[config.mk]
export PLATFORM = sky130hd
export DESIGN_NAME = fsm_seq_ctrl
export DESIGN_NICKNAME = d
export VERILOG_FILES = /design/src/rtl/fsm_seq_ctrl.sv
export SDC_FILE = /design/constraint.sdc
export NUM_CORES = 1
export LEC_CHECK = 0
export BUFFER_PORTS_ARGS = -buffer_cell sky130_fd_sc_hd__buf_2
export CAP_MARGIN = 20
export CORE_UTILIZATION = 29
export CTS_BUF_LIST = sky130_fd_sc_hd__clkbuf_4 sky130_fd_sc_hd__clkbuf_8
export CTS_CLUSTER_SIZE = 28
export DETAILED_ROUTE_END_ITERATION = 6
export GPL_ROUTABILITY_DRIVEN = 1
export PLACE_DENSITY_LB_ADDON = 0.15
export RECOVER_POWER = 100
export SLEW_MARGIN = 30
export SYNTH_ARGS = -nofsm -noshare
export SYNTH_HDL_FRONTEND = slang
export SYNTH_SLANG_ARGS = --single-unit
[constraint.sdc]
create_clock -name clk -period 6 [get_ports clk]
set_input_delay 0.6 -clock clk [delete_from_list [all_inputs] [get_ports clk]]
set_output_delay 0.6 -clock clk [all_outputs]
set_load 0.005 [all_outputs]
[src/rtl/fsm_seq_ctrl.sv]
// Stimulus sequencer and cross-checker for the case, memory and gate FSM implementations.
// Plays a programmed symbol sequence on 'a' and counts steps where the three outputs disagree.
module fsm_seq_ctrl #(
   parameter int unsigned AW      = 4,
   parameter int unsigned HOLD    = 4,
   parameter int unsigned RST_CYC = 2
) (
   input  logic          clk,
   input  logic          reset,
   input  logic          wr_en,
   input  logic [AW-1:0] wr_addr,
   input  logic [1:0]    wr_data,
   input  logic [AW:0]   seq_len,
   input  logic          start,
   output logic          fsm_res_n,
   output logic [1:0]    a,
   input  logic [2:0]    s_case,
   input  logic [2:0]    s_mem,
   input  logic [2:0]    s_gate,
   output logic          busy,
   output logic          done,
   output logic [AW-1:0] step,
   output logic [AW:0]   err_count,
   output logic [AW-1:0] err_step,
   output logic          mismatch
);

   localparam int unsigned Depth  = 1 << AW;
   localparam int unsigned CntMax = (HOLD > RST_CYC) ? HOLD : RST_CYC;
   localparam int unsigned CW     = (CntMax > 1) ? $clog2(CntMax) : 1;

   typedef enum logic [1:0] {StIdle, StRst, StRun, StDone} state_e;

   state_e        state_q, state_d;
   logic [CW-1:0] cnt_q, cnt_d;
   logic [AW:0]   len_q, len_d;
   logic [AW-1:0] step_q, step_d;
   logic [1:0]    a_q, a_d;
   logic          res_n_q, res_n_d;
   logic          busy_q, busy_d;
   logic          done_q, done_d;
   logic [AW:0]   err_count_q, err_count_d;
   logic [AW-1:0] err_step_q, err_step_d;
   logic          mismatch_q, mismatch_d;

   logic [1:0]    prog [Depth];
   logic          prog_we;
   logic          outs_differ;
   logic          last_step;
   logic [AW-1:0] step_inc;
   logic [AW:0]   len_clamped;

   assign outs_differ = (s_case != s_mem) || (s_case != s_gate);
   assign last_step   = ({1'b0, step_q} == (len_q - 1'b1));
   assign step_inc    = step_q + 1'b1;
   assign len_clamped = (seq_len > (AW+1)'(Depth)) ? (AW+1)'(Depth) : seq_len;

   always_comb begin
      state_d     = state_q;
      cnt_d       = cnt_q;
      len_d       = len_q;
      step_d      = step_q;
      a_d         = a_q;
      res_n_d     = res_n_q;
      busy_d      = busy_q;
      done_d      = 1'b0;
      err_count_d = err_count_q;
      err_step_d  = err_step_q;
      mismatch_d  = mismatch_q;
      prog_we     = 1'b0;

      unique case (state_q)
         StIdle: begin
            res_n_d = 1'b1;
            a_d     = 2'b00;
            busy_d  = 1'b0;
            prog_we = wr_en;
            if (start) begin
               len_d       = len_clamped;
               err_count_d = '0;
               err_step_d  = '0;
               mismatch_d  = 1'b0;
               step_d      = '0;
               cnt_d       = '0;
               res_n_d     = 1'b0;
               busy_d      = 1'b1;
               state_d     = StRst;
            end
         end
         StRst: begin
            res_n_d = 1'b0;
            a_d     = 2'b00;
            if (cnt_q == CW'(RST_CYC - 1)) begin
               cnt_d   = '0;
               res_n_d = 1'b1;
               if (len_q == '0) begin
                  busy_d  = 1'b0;
                  state_d = StDone;
               end else begin
                  a_d     = prog[0];
                  state_d = StRun;
               end
            end else begin
               cnt_d = cnt_q + 1'b1;
            end
         end
         StRun: begin
            // Outputs are compared on the last cycle each symbol is held, once the FSMs settled.
            if (cnt_q == CW'(HOLD - 1)) begin
               cnt_d = '0;
               if (outs_differ) begin
                  err_count_d = err_count_q + 1'b1;
                  mismatch_d  = 1'b1;
                  if (err_count_q == '0) begin
                     err_step_d = step_q;
                  end
               end
               if (last_step) begin
                  a_d     = 2'b00;
                  busy_d  = 1'b0;
                  state_d = StDone;
               end else begin
                  step_d = step_inc;
                  a_d    = prog[step_inc];
               end
            end else begin
               cnt_d = cnt_q + 1'b1;
            end
         end
         StDone: begin
            done_d  = 1'b1;
            busy_d  = 1'b0;
            prog_we = wr_en;
            state_d = StIdle;
         end
         default: begin
            state_d = StIdle;
         end
      endcase
   end

   always_ff @(posedge clk) begin
      if (reset) begin
         state_q     <= StIdle;
         cnt_q       <= '0;
         len_q       <= '0;
         step_q      <= '0;
         a_q         <= 2'b00;
         res_n_q     <= 1'b0;
         busy_q      <= 1'b0;
         done_q      <= 1'b0;
         err_count_q <= '0;
         err_step_q  <= '0;
         mismatch_q  <= 1'b0;
      end else begin
         state_q     <= state_d;
         cnt_q       <= cnt_d;
         len_q       <= len_d;
         step_q      <= step_d;
         a_q         <= a_d;
         res_n_q     <= res_n_d;
         busy_q      <= busy_d;
         done_q      <= done_d;
         err_count_q <= err_count_d;
         err_step_q  <= err_step_d;
         mismatch_q  <= mismatch_d;
      end
   end

   // Program storage survives reset so a run can be replayed after an abort.
   always_ff @(posedge clk) begin
      if (prog_we && !reset) begin
         prog[wr_addr] <= wr_data;
      end
   end

   assign fsm_res_n = res_n_q;
   assign a         = a_q;
   assign busy      = busy_q;
   assign done      = done_q;
   assign step      = step_q;
   assign err_count = err_count_q;
   assign err_step  = err_step_q;
   assign mismatch  = mismatch_q;

endmodule
# == After elaboration in Yosys (flattened, before gate mapping) ==
# Memory sizes are Yosys's and may differ from the RTL's.
# Cells that the tools add are included.
# Widths: inputs -> output; s select.
# totals
reg_bits,28
mem_bits_rw,32
input_bits,24
word_cells,96
n_memories,1
# classes
addsub,4
order_cmp,1
eq_ne,16
muxes,45
n_reduce_logical,18
# mem_list
memory,depth,word_bits,read_ports,rd_ports_with_merged_regs,wr,line,rtl
prog,16,2,2,0,1,46,logic [1:0] prog [Depth];
# op_table
operator,count
$mux 4,6
$mux 2,11
$mux 5,4
$ne 2x2->1 const B,8
$pmux 4 s2,2
$reduce_and 4->1,4
$mux 1,15
$pmux 2 s3,2
$logic_not 5->1,2
$pmux 5 s2,1
$pmux 2 s4,1
$eq 2x2->1 const B,3
$ne 3x3->1,2
$reduce_and 2->1,3
$add 5x1->5 const B,1
$eq 4x5->1,1
$gt 5x5->1 const B,1
$reduce_and 5->1,1
$sub 5x1->5 const B,1
$add 4x1->4 const B,1
$eq 2x1->1 const B,2
$pmux 1 s2,2
$pmux 1 s4,1
$reduce_bool 2->1,2
7 further kinds,7

# == Depth between registers and ports, before layout ==
# logic_depth
word_depth,6
mapped_depth,8

# == Worst setup path after synthesis ==
# No wires, ideal clock.
# synth_timing
kind,input-to-reg
start,input port s_mem[2]
end,"register err_step_q[2], in the netlist err_step[2]"
setup_time_ps,117
arrival_ps,2051
setup_slack_ps,3832
cell_stages,5
path_buffers,0
cell_sequence,or3_1 -> a222oi_1 -> nor3_1 -> nor3b_2 -> a22o_1
# synth_via
elab_chain_len,4
# synth_rtl
element,line,rtl
start: declaration,18,"input logic [2:0] s_mem,"
$ne 3x3->1,53,assign outs_differ = (s_case != s_mem) || (s_case != s_gate);
$logic_or 1x1->1,53,
$ne 2x2->1 (no source line),-,
$reduce_and 5->1 (no source line),-,
end signal: assignment,165,err_step_q <= err_step_d;
end: declaration,43,"logic [AW-1:0] err_step_q, err_step_d;"
# Every way passes these cells.
# A chain may end at the register's enable or synchronous reset.

# == Worst setup path in the final report ==
# layout_timing
start,register len_q[0]
end,"register step_q[0], in the netlist step[0]"
# layout_via
elab_chain_len,4
# layout_rtl
element,line,rtl
start: declaration,36,"logic [AW:0] len_q, len_d;"
start signal: assignment,158,len_q <= len_d;
$sub 5x1->5,54,"assign last_step = ({1'b0, step_q} == (len_q - 1'b1));"
$eq 4x5->1,54,
$ne 2x2->1 (no source line),-,
$reduce_and 4->1 (no source line),-,
end signal: assignment,159,step_q <= step_d;
end: declaration,37,"logic [AW-1:0] step_q, step_d;"
# Every way passes these cells.

==> key figures <==
Floorplanning
  – Num rows: 36
  – DIE AREA: 0.0104 mm²
  – Starting Density: 29.8%
  – Core area: 0.00973 mm²
  – Die boundary height: 102 µm
  – Ports: 43
  – Chip width: 102 µm

Setup path
  – Reg2reg end: step[0]
  – Critical path's slowest cell: nor4b_1
  – CP Data Arrival Time: 2800 ps
  – Crit path cell chain: inv_1, ha_1, nor4b_1, nor3_1, a31oi_1, mux2_1, nor2_1
  – R2R setup slack: 3470 ps
  – Critical Path RT: 6270 ps
  – Last element of the critical path: step[0]
  – Worst-case reg-to-reg path depth: 7
  – CP Launch Type: register
  – CP Capture Type: register
  – Critical path buffers and inverters: 1
  – Slowest cell delay on critical path: 640 ps
  – Worst r2r src: len_q[0]
  – CP delay by family, top: simple AND/OR/NAND/NOR gates
  – Critical path origin: len_q[0]
  – Critical path depth: 7
  – Max Fanout on Critical Path: 7
  – Critical path type: register to register

STA
  – Final Critical Period: 2530 ps
  – Worst slew pin tran: 1330 ps
  – Unrepaired setup endpoints after global routing: no
  – Setup Skew: 12.9 ps
  – Hold_ws: 486 ps
  – Relative max-transition margin: 11.3%
  – Fin. Hold Viols: 0
  – Achievable frequency: 395 MHz
  – Final setup viols: 0
  – Tcrit/Tclk final: 42.2%
  – Fin. max-slew vios: 0
  – Post-Route Setup TNS: 0 ps

Yosys
  – Top-count cell post-synth: edfxtp_1
  – Synth warn: 0
  – Top FF cell, synth: edfxtp_1
  – Area leader, netlist: edfxtp_1
  – Ranking of synthesized cells by area: edfxtp_1 33%, dfxtp_1 19%, mux4_2 6.2%
  – Post-synthesis register bit count: 60
  – Cell Area, Synth: 0.00290 mm²
  – Yosys cell types: 46
  – EDFF count, synth: 32
  – Syn_area_per_cell: 11.1 µm²
  – Area share of the largest cell type after synthesis: 33.2%
  – Post-synth ARST share: 0%
  – Post-Synthesis Net Count: 297
  – Mapped Cells: 262
  – Top post-synthesis cells by count: 32 x edfxtp_1, 29 x nor2_1, 28 x dfxtp_1, 19 x a21oi_1, 18 x nand2_1
  – Register area share after synthesis: 52.5%

Power and ir drop
  – Maximum VDD drop: 0.108 mV
  – Static Leak: 0.00118 µW
  – PD cells: 319 mW/mm²

Clock network
  – Clock slew at the register clock pins of the worst setup and hold paths: 70 ps
  – Clk root buf: clkbuf_8
  – Setup bufs post-CTS: 0
  – Clock sink count: 60
  – Hold_buf cts: 0
  – Maximum clock path buffer count: 2
  – CTS tree: done
  – Inserted Clock Buffers: 9
  – H-tree depth: 3
  – Clk_lat worst skew: 350 ps
  – PostCTS Resize Cnt: 0

Final layout
  – Layout cells sized above 1: 17.0%
  – Area Overhead vs Synth: 18.1%
  – Net count, final: 341
  – N_diodes: 0

Placement
  – Port Buf Inserts: 42
  – DPL Wire Length: 4710 µm
  – Routability cong.: 0.712

Global route
  – First-pass GRT wire length: 10300 µm
  – Vias in the first global route: 2013
  – GR Overflow Total: 0
  – Total GRT Usage: 13.6%
  – Initial antenna violation count: 0
  – Largest net degree at the start of global routing: 29

Detailed routing
  – DRC Markers: 0
  – First drt pass iteration count: 4
  – Wire length per cell: 14.7 µm
  – Final wirelength: 6510 µm
  – Starting DRC count in detailed routing: 62
  – Vias per cell: 4.74
  – Post-DRT Antenna Nets: 0
  – Vias: 2103

Flow run
  – Max_cap viols: 0

Hold path
  – Hold Crit Class: register to register

Status
  – Outcome: complete, no violations
-- cell type report --
type / instances / area (µm²)
Clock buffer: 10 / 131
Tap cell: 133 / 166
Multi-Input combinational cell: 181 / 1270
Clock inverter: 6 / 88.8
Timing Repair Buffer: 42 / 191
Inverter: 12 / 45.0
Fill cell: 1013 / 6310
Sequential cell: 60 / 1520
-- cells by family after synthesis --
family | count (synthesis) | synth area share [%]
buf+inv | 21 | 2.90
xor+xnor | 9 | 3.24
simple gates | 101 | 17.9
flops | 60 | 52.5
fa+ha+maj | 11 | 4.75
mux | 12 | 7.69
compound gates | 48 | 11.0
-- cells in the final DEF, fill, tap and decap left out, types with 2 or more instances in the layout --
master	Yosys	routed
a21o_1	4	4
nor3_1	7	7
nand2_1	18	18
nand3b_1	6	6
nand2b_1	5	5
buf_2	1	27
edfxtp_1	32	32
xor2_1	2	2
or3_1	3	3
a211oi_1	3	3
inv_1	11	11
a21oi_1	19	20
o211ai_1	3	3
ha_1	11	11
nand3_1	14	14
dfxtp_1	28	28
nor3b_1	6	7
mux2i_1	2	2
o21ai_0	4	4
a22o_1	4	4
xnor2_1	6	6
clkbuf_1	7	15
bufinv_16	0	2
clkinvlp_4	0	2
nor2_1	29	29
a31oi_1	2	3
clkbuf_8	0	9
mux2_1	2	2
nor4_1	2	2
a31o_1	1	2
mux4_2	8	8
nor2b_1	5	5
-- through the flow --
stage | utilization (%) | cell area, µm² | worst slack (ps) | power [µW] | std cells
after global routing | 35.1 | 3420 | 3110 | 1150 | 444
after CTS | 35.5 | 3450 | 3550 | 1110 | 444
after floorplan | - | 2900 | 3830 | 630 | 262
final | 35.1 | 3420 | 3470 | 1090 | 444
after detailed placement | 33.2 | 3230 | 3510 | 698 | 428
after global placement | 33.2 | 3230 | 3530 | 697 | 428
-- routing by layer --
layer  GRT usage [%]  vias up  routed length [µm]  part of all wire [%]
met5               0        -                   0                     0
met4            5.49        0                 119                   1.8
met3            4.38       12                 342                   5.3
met2            23.0       49                3000                    46
met1            16.0      995                3050                    47
li1                -     1047                   -                     -
-- sequential cells by signal, summed over array words and instances (netlist names) --
name       cells
a              2
prog          32
done           1
state_q        2
len_q          5
fsm_res_n      1
err_count      5
cnt_q          2
busy           1
err_step       4
step           4
mismatch       1
-- where the power goes --
group / switching (µW) / total (µW) / internal (µW) / leakage [µW]
registers: 15.7 / 468 / 453 / 0.000515
logic: 143 / 217 / 74.2 / 0.000560
clock network: 166 / 404 / 238 / 0.000106
-- tightest hold or removal path, stage by stage, from the launching register on --
cell     delay (ps)
dfxtp_1         330
nand2_1          60
a21oi_1          50
-- worst min path at each step --
| stage | from | endpoint | depth (start not counted) |
|---|---|---|---|
| 2_1_floorplan | len_q[4] | len_q[4] | 2 |
| 3_3_place_gp | err_step[1] | err_step[1] | 1 |
| 3_5_place_dp | err_step[3] | err_step[3] | 1 |
| 4_1_cts | len_q[4] | len_q[4] | 2 |
| 5_1_grt | err_step[1] | err_step[1] | 1 |
| 6_report | len_q[4] | len_q[4] | 2 |
No activity file was read; power rests on OpenSTA's default activity.
